[config.mk]
export PLATFORM = sky130hd
export DESIGN_NAME = fifo_wr_ctrl
export DESIGN_NICKNAME = d
export VERILOG_FILES = /design/src/rtl/fifo_wr_ctrl.sv
export SDC_FILE = /design/constraint.sdc
export NUM_CORES = 1
export LEC_CHECK = 0
export CORE_MARGIN = 10
export CORE_UTILIZATION = 50
export DETAILED_ROUTE_END_ITERATION = 6
export PLACE_DENSITY = 0.82
export SLEW_MARGIN = 5
export SYNTH_ARGS = -nofsm -noshare
export SYNTH_HDL_FRONTEND = slang
export SYNTH_SLANG_ARGS = --single-unit
[constraint.sdc]
create_clock -name clk -period 3.9 [get_ports clk]
set_input_delay 0.585 -clock clk [delete_from_list [all_inputs] [get_ports clk]]
set_output_delay 0.585 -clock clk [all_outputs]
set_load 0.01 [all_outputs]
[src/rtl/fifo_wr_ctrl.sv]
// Write-side pointer controller for the asynchronous FIFO (write clock domain).
// Optional macro FIFO_WR_OVF_STICKY_EN makes overflow a sticky flag cleared by ovf_clr.
module fifo_wr_ctrl #(
    parameter int ADDR_WIDTH = 4,
    parameter int AFULL_TH   = 2
) (
    input  logic                  clk,
    input  logic                  rst,
    input  logic                  wr_en,
    input  logic [ADDR_WIDTH:0]   rd_ptr_gray_sync,
    input  logic                  ovf_clr,
    output logic                  mem_we,
    output logic [ADDR_WIDTH-1:0] wr_addr,
    output logic [ADDR_WIDTH:0]   wr_ptr_gray,
    output logic                  full,
    output logic                  almost_full,
    output logic [ADDR_WIDTH:0]   wr_level,
    output logic                  overflow
);

    localparam int PW    = ADDR_WIDTH + 1;
    localparam int DEPTH = 1 << ADDR_WIDTH;

    logic [PW-1:0] wr_bin;
    logic [PW-1:0] wr_gray;
    logic [PW-1:0] wr_bin_next;
    logic [PW-1:0] wr_gray_next;
    logic [PW-1:0] rd_bin;
    logic [PW-1:0] level_next;
    logic [PW:0]   free_next;
    logic          full_next;
    logic          afull_next;
    logic          refused;
    logic          ovf_next;

    // Reset also gates the strobe so nothing reaches memory while held in reset.
    assign mem_we  = wr_en & ~full & rst;
    assign refused = wr_en & full;

    assign wr_addr     = wr_bin[ADDR_WIDTH-1:0];
    assign wr_ptr_gray = wr_gray;

    always_comb begin
        rd_bin = '0;
        for (int i = 0; i < PW; i++) begin
            rd_bin[i] = ^(rd_ptr_gray_sync >> i);
        end
    end

    always_comb begin
        wr_bin_next  = wr_bin + {{(PW-1){1'b0}}, mem_we};
        wr_gray_next = wr_bin_next ^ (wr_bin_next >> 1);
        full_next    = (wr_gray_next == {~rd_ptr_gray_sync[PW-1:PW-2], rd_ptr_gray_sync[PW-3:0]});
        level_next   = wr_bin_next - rd_bin;
        free_next    = (PW+1)'(DEPTH) - {1'b0, level_next};
        afull_next   = (free_next <= (PW+1)'(AFULL_TH));
    end

`ifdef FIFO_WR_OVF_STICKY_EN
    // A refusal in the same cycle as a clear keeps the flag set.
    always_comb begin
        ovf_next = overflow;
        if (refused) begin
            ovf_next = 1'b1;
        end else if (ovf_clr) begin
            ovf_next = 1'b0;
        end
    end
`else
    logic unused_ovf_clr;
    assign unused_ovf_clr = ovf_clr;
    assign ovf_next       = refused;
`endif

    always_ff @(posedge clk or negedge rst) begin
        if (!rst) begin
            wr_bin      <= '0;
            wr_gray     <= '0;
            full        <= 1'b0;
            almost_full <= 1'b0;
            wr_level    <= '0;
            overflow    <= 1'b0;
        end else begin
            wr_bin      <= wr_bin_next;
            wr_gray     <= wr_gray_next;
            full        <= full_next;
            almost_full <= afull_next;
            wr_level    <= level_next;
            overflow    <= ovf_next;
        end
    end

endmodule
==> results.toml, run 1 <==
[outcome]
status = "completed"

[global_route]
antenna_found_initial = 0
grtUsageTotal_pct = 9.45
grt_pass1_vias = 662
grt_max_degree = 18
grt_pass1_wl_um = 3060
overflow = 0

[timing]
fin_tns_setup_ns = 0
rsz0062_at_grt = "no"
finalCritPeriodShare_pct = 88.7
final_max_slew_viol_count = 0
maxSlewHeadroom_pct = 76.6
finalSetupViolCount = 0
worstMarginPinSlew_ns = 0.349
finalHoldViolations = 0
fmax_ghz = 0.289
fin_skew_ns = 0.00125
fin_ws_ns = 0.439
finalCriticalPeriod_ns = 3.46
whs_ns = 0.520

[floorplanning]
die_h_um = 63.6
initial_core_util_pct = 53.9
core_area_um2 = 1760
die_w_um = 63.6
pin_count = 27
dieArea_um2 = 4050
fp-row-count = 15

[clock_network]
cts.sinks = 17
clockBufferDepth = 2
clkTransAtPathRegs_ns = 0.09
htree_levels = 1
insertion_delay_ns = 0.28
numCtsBuffers = 3
ctsResizeCount = 0
holdBufCountCts = 0
cts_root_buffer = "clkbuf_4"
cts_tree = "done"
postCtsSetupBuffers = 0

[drt]
dr_wl_met2_um = 894
drt_iter0_drc = 12
wl_met3_um = 159
top_layer = "met4"
vias = 645
routedLengthMet1_um = 715
routedWlPerCell_um = 13.5
drt_pass1_iterations = 5
antenna_left = 0
totalWireLength_um = 1780
vias_per_cell = 4.89
drc_errors = 0

[final_layout]
n_antenna_cell = 0
fin_util_pct = 71.8
drive_gt1_share_pct = 10.3
stdcell_count = 132
nNetsFinal = 125
postLayoutCellArea_um2 = 1270
area_growth_syn_to_layout_pct = 33.2
fill_cells = 154

[place]
gp_congestion = 0.750
hpwl_um = 1460
place_ws_ns = 0.162
dp.cells = 128
placed_area_um2 = 1240
portBuffers = 25

[synth]
ys_warn_count = 0
muxShareOfSynthArea_pct = 0
avgSynthCellArea_um2 = 12.3
synth_area_um2 = 951
netlist-cell-type-count = 30
synth_compound_area_share_pct = 7.63
synth_area_leaders = "dfrtp_1 45%, ha_1 9.2%, xnor2_1 9.2%"
synthXorXnorAreaFrac_pct = 22.6
synth-seq-area-share_pct = 44.7
syn-num-nets = 94
synth_fa_ha_area_share_pct = 11.3
ys_ff_latch = 17
synth_top_family_by_area = "XOR/XNOR gates"
synth_simple_gate_area_share_pct = 10.9
syn_inst = 77
synth_top_area_share_pct = 44.7
yosys.area.top_type = "dfrtp_1"

[power_and_ir_drop]
combPwrFrac_pct = 66.6
pwr-share-seq_pct = 25.9
sw_frac_of_total_pct = 39.8
p_per_area_nw_per_um2 = 925
switching_power_mw = 0.466
finalPower_mw = 1.17
power_leakage_nw = 0.573
clockPowerShare_pct = 7.5
vdd_drop_max_uv = 663
intPower_mw = 0.705

[setup_path]
r2r_slack_ns = 1.21
worstPathArrival_ns = 3.69
r2r_cells = 10
path_max_fanout = 4
crit_type = "input pin to register"
cp-end-kind = "register"
startpoint_type = "input pin"
critPathRequiredTime_ns = 4.13

[run]
max-cap-violations = 0

[hold_path]
whs_path_depth = 1
hold_path_class = "register to register"
[critical path, cell delays in order]
cell,delay [ns]
clkdlybuf4s50_1,0.58
xnor3_2,0.43
xor2_1,0.28
xnor2_1,0.17
ha_1,0.21
fa_1,0.47
ha_1,0.31
and2b_2,0.20
nor3_2,0.15
o221ai_1,0.12
a21bo_1,0.19
[cells by family (layout without fill, tap and decap cells)]
group / count (synthesis) / count (layout)
buf+inv: 7 / 37
compound gates: 9 / 9
xor+xnor: 19 / 19
fa+ha+maj: 8 / 8
simple gates: 17 / 17
flops: 17 / 17
[state kept, by name, summed over array words and instances, names as in the netlist]
signal / cells
wr_ptr_gray: 4
wr_bin: 5
full: 1
almost_full: 1
wr_level: 5
overflow: 1
[area by class of cell]
type,count,area (um^2),share of cell area [%]
Timing Repair Buffer,26,258,20.4
Tap cell,25,31.3,2.47
Sequential cell,17,425,33.6
Multi-Input combinational cell,53,499,39.4
Clock buffer,4,26.3,2.08
Inverter,7,26.3,2.08
[routing by layer]
layer / up-vias / GRT usage, %
met5: - / 0
met4: 0 / 4.92
met3: 2 / 4.42
met2: 17 / 16.0
met1: 303 / 9.45
li1: 323 / -
[synthesized netlist by cell type]
library cell and count:
dfrtp_1 17, a21boi_1 1, o221ai_1 1, ha_1 7, and3_1 1, nor2_1 2, a21bo_1 1, nor2b_1 1
o211ai_1 1, and2b_2 1, nor4_1 1, a31oi_1 1, nor3_2 1, xor2_4 1, and2_1 1, o21ai_0 1
inv_1 7, a2111oi_2 1, nand3_1 4, nor3b_1 1, o31ai_1 1, xnor3_2 2, or2_2 1, fa_1 1
xor2_1 6, a21oi_1 1, xnor2_1 10, nand2_1 1, or3_1 1, and3b_1 1
[power by group through the flow]
stage / sequential, mW / clock, mW / combinational (mW)
2_1_floorplan: 0.350 / 0 / 0.481
3_3_place_gp: 0.306 / 0 / 0.768
3_5_place_dp: 0.308 / 0 / 0.786
4_1_cts: 0.304 / 0.0945 / 0.793
5_1_grt: 0.315 / 0.102 / 0.867
6_report: 0.304 / 0.0879 / 0.779
[final timing paths]
check / to / from
worst min register to register: overflow / full
worst max-delay path: almost_full / rd_ptr_gray_sync[4]
min in group asynchronous: wr_bin[0] / rst
worst max register to register: almost_full / full
worst min-delay path: overflow / full
max in group asynchronous: wr_level[4] / rst
[layout by cell type (no fill, tap or decap), types with 2 or more instances in the layout]
cell | synthesis | layout
nor2_1 | 2 | 2
xnor3_2 | 2 | 2
xor2_1 | 6 | 6
nand3_1 | 4 | 4
clkdlybuf4s50_1 | 0 | 25
clkbuf_4 | 0 | 3
inv_1 | 7 | 7
dfrtp_1 | 17 | 17
xnor2_1 | 10 | 10
ha_1 | 7 | 7
(Power assumes the default switching activity.)
==> run 2, diff against run 1 <==
--- a/config.mk
+++ b/config.mk
@@ -8,8 +8,10 @@
 export CORE_MARGIN = 10
 export CORE_UTILIZATION = 50
 export DETAILED_ROUTE_END_ITERATION = 6
+export GPL_TIMING_DRIVEN = 1
 export PLACE_DENSITY = 0.82
 export SLEW_MARGIN = 5
 export SYNTH_ARGS = -nofsm -noshare
 export SYNTH_HDL_FRONTEND = slang
 export SYNTH_SLANG_ARGS = --single-unit
+export TNS_END_PERCENT = 50
==> results of run 2 <==
Same layout as run 1: the final DEF is identical, and so are final timing and power.
==> run 3, diff against run 2 <==
--- a/config.mk
+++ b/config.mk
@@ -9,7 +9,7 @@
 export CORE_UTILIZATION = 50
 export DETAILED_ROUTE_END_ITERATION = 6
 export GPL_TIMING_DRIVEN = 1
-export PLACE_DENSITY = 0.82
+export PLACE_DENSITY = 0.84
 export SLEW_MARGIN = 5
 export SYNTH_ARGS = -nofsm -noshare
 export SYNTH_HDL_FRONTEND = slang
==> run 3 against run 2 <==
Fmax up 0.34%. Clock-buffer cell count stayed put. Setup slack improved by 0.012 ns. Design area is the same. Die area is the same. Power increased by 0.82%. Largest power group unchanged. Sequential power about the same. Global-route usage is 0.50 points higher. Sequential cell count is the same.
==> results.toml, run 3 (same netlist as run 1, synthesis figures left out) <==
[outcome]
status = "completed"

[global_route]
grt_pass1_vias = 700
grt_pass1_wl_um = 3140
grtUsageTotal_pct = 9.94
grt_max_degree = 18
overflow = 0
antenna_found_initial = 0

[place]
place_ws_ns = 0.144
gp_congestion = 0.777
placed_area_um2 = 1240
portBuffers = 25
hpwl_um = 1490

[floorplanning]
pin_count = 27
dieArea_um2 = 4050
die_h_um = 63.6
core_area_um2 = 1760
initial_core_util_pct = 53.9
die_w_um = 63.6
fp-row-count = 15

[setup_path]
crit_type = "input pin to register"
critPathMaxStageDelay_ns = 0.50
cp_cell_sequence = "clkdlybuf4s50_1 > xnor3_2 > xor2_1 > xnor2_1 > ha_1 > fa_1 > ha_1 > and2b_2 > nor3_2 > o221ai_1 > a21bo_1"
worstPathArrival_ns = 3.69
path_max_fanout = 4
critPathRequiredTime_ns = 4.14
cp_slowest_cell = "clkdlybuf4s50_1"
startpoint_type = "input pin"
crit_top_cell = "ha_1"
cp-end-kind = "register"

[final_layout]
area_growth_syn_to_layout_pct = 33.2
postLayoutCellArea_um2 = 1270
layout_commonest_cell = "clkdlybuf4s50_1"
nNetsFinal = 125
fin_util_pct = 71.8
layout_common_cells = "25 x clkdlybuf4s50_1, 17 x dfrtp_1, 10 x xnor2_1"
drive_gt1_share_pct = 10.3
n_antenna_cell = 0

[power_and_ir_drop]
vdd_drop_max_uv = 728
power_leakage_nw = 0.573
p_per_area_nw_per_um2 = 932

[timing]
finalCritPeriodShare_pct = 88.4
fmax_ghz = 0.290
maxSlewHeadroom_pct = 76.7
finalSetupViolCount = 0
fin_tns_setup_ns = 0
final_max_slew_viol_count = 0
worstMarginPinSlew_ns = 0.349
fin_ws_ns = 0.451
fin_skew_ns = 0.0112
rsz0062_at_grt = "no"
finalCriticalPeriod_ns = 3.45
finalHoldViolations = 0

[drt]
routedWlPerCell_um = 14.0
vias = 639
vias_per_cell = 4.84
totalWireLength_um = 1850
antenna_left = 0
drc_errors = 0
drt_pass1_iterations = 2
drt_iter0_drc = 4

[clock_network]
clockBufferDepth = 2
numCtsBuffers = 3
cts_root_buffer = "clkbuf_4"
htree_levels = 1
insertion_delay_ns = 0.30
cts_tree = "done"
clkTransAtPathRegs_ns = 0.10
postCtsSetupBuffers = 0
cts.sinks = 17
ctsResizeCount = 0
holdBufCountCts = 0

[hold_path]
hold_path_class = "register to register"

[run]
max-cap-violations = 0
run 3: cell type report:
| cell class | count | area [um^2] |
|---|---|---|
| clock buffer | 4 | 26.3 |
| fill | 142 | 498 |
| inverter | 7 | 26.3 |
| multi-input combinational | 53 | 499 |
| sequential | 17 | 425 |
| tap | 25 | 31.3 |
| timing repair buffer | 26 | 258 |
run 3: per-stage QoR:
step,std cells,hold WS (ns),power [mW]
3_5_place_dp,128,0.499,1.10
2_1_floorplan,77,0.289,0.831
5_1_grt,132,0.540,1.30
4_1_cts,132,0.523,1.20
3_3_place_gp,128,0.495,1.07
6_report,132,0.517,1.18
run 3: worst paths after layout:
path                               end  depth (start not counted)  slack (ns)                 from
max                        almost_full                         11        0.45  rd_ptr_gray_sync[2]
max reg2reg                almost_full                         10        1.21                 full
max in group asynchronous  wr_level[0]                          2        3.06                  rst
min                           overflow                          1        0.52                 full
min in group asynchronous    wr_bin[2]                          2        0.65                  rst
min reg2reg                   overflow                          1        0.52                 full
run 3: worst max-delay path, delay by kind of cell:
| family | cells | cell delay, ns |
|---|---|---|
| buffers and inverters | 1 | 0.50 |
| xor gates and xnor gates | 3 | 0.95 |
| and+or+nand+nor | 2 | 0.36 |
| adders and majority gates | 3 | 0.98 |
| AOI/OAI and AO/OA | 2 | 0.31 |
run 3: per-layer routing:
metal / vias to the layer above / GRT usage, % / wire length, um
met5: - / 0 / 0
met4: 0 / 5.74 / 40
met3: 5 / 4.42 / 148
met2: 19 / 17.7 / 950
met1: 295 / 9.12 / 705
li1: 320 / - / -
run 3: where the power goes:
part,switching [mW],leakage [nW],internal [mW]
combinational,0.380,0.351,0.402
clock,0.0539,0.0150,0.0398
sequential,0.0417,0.207,0.263
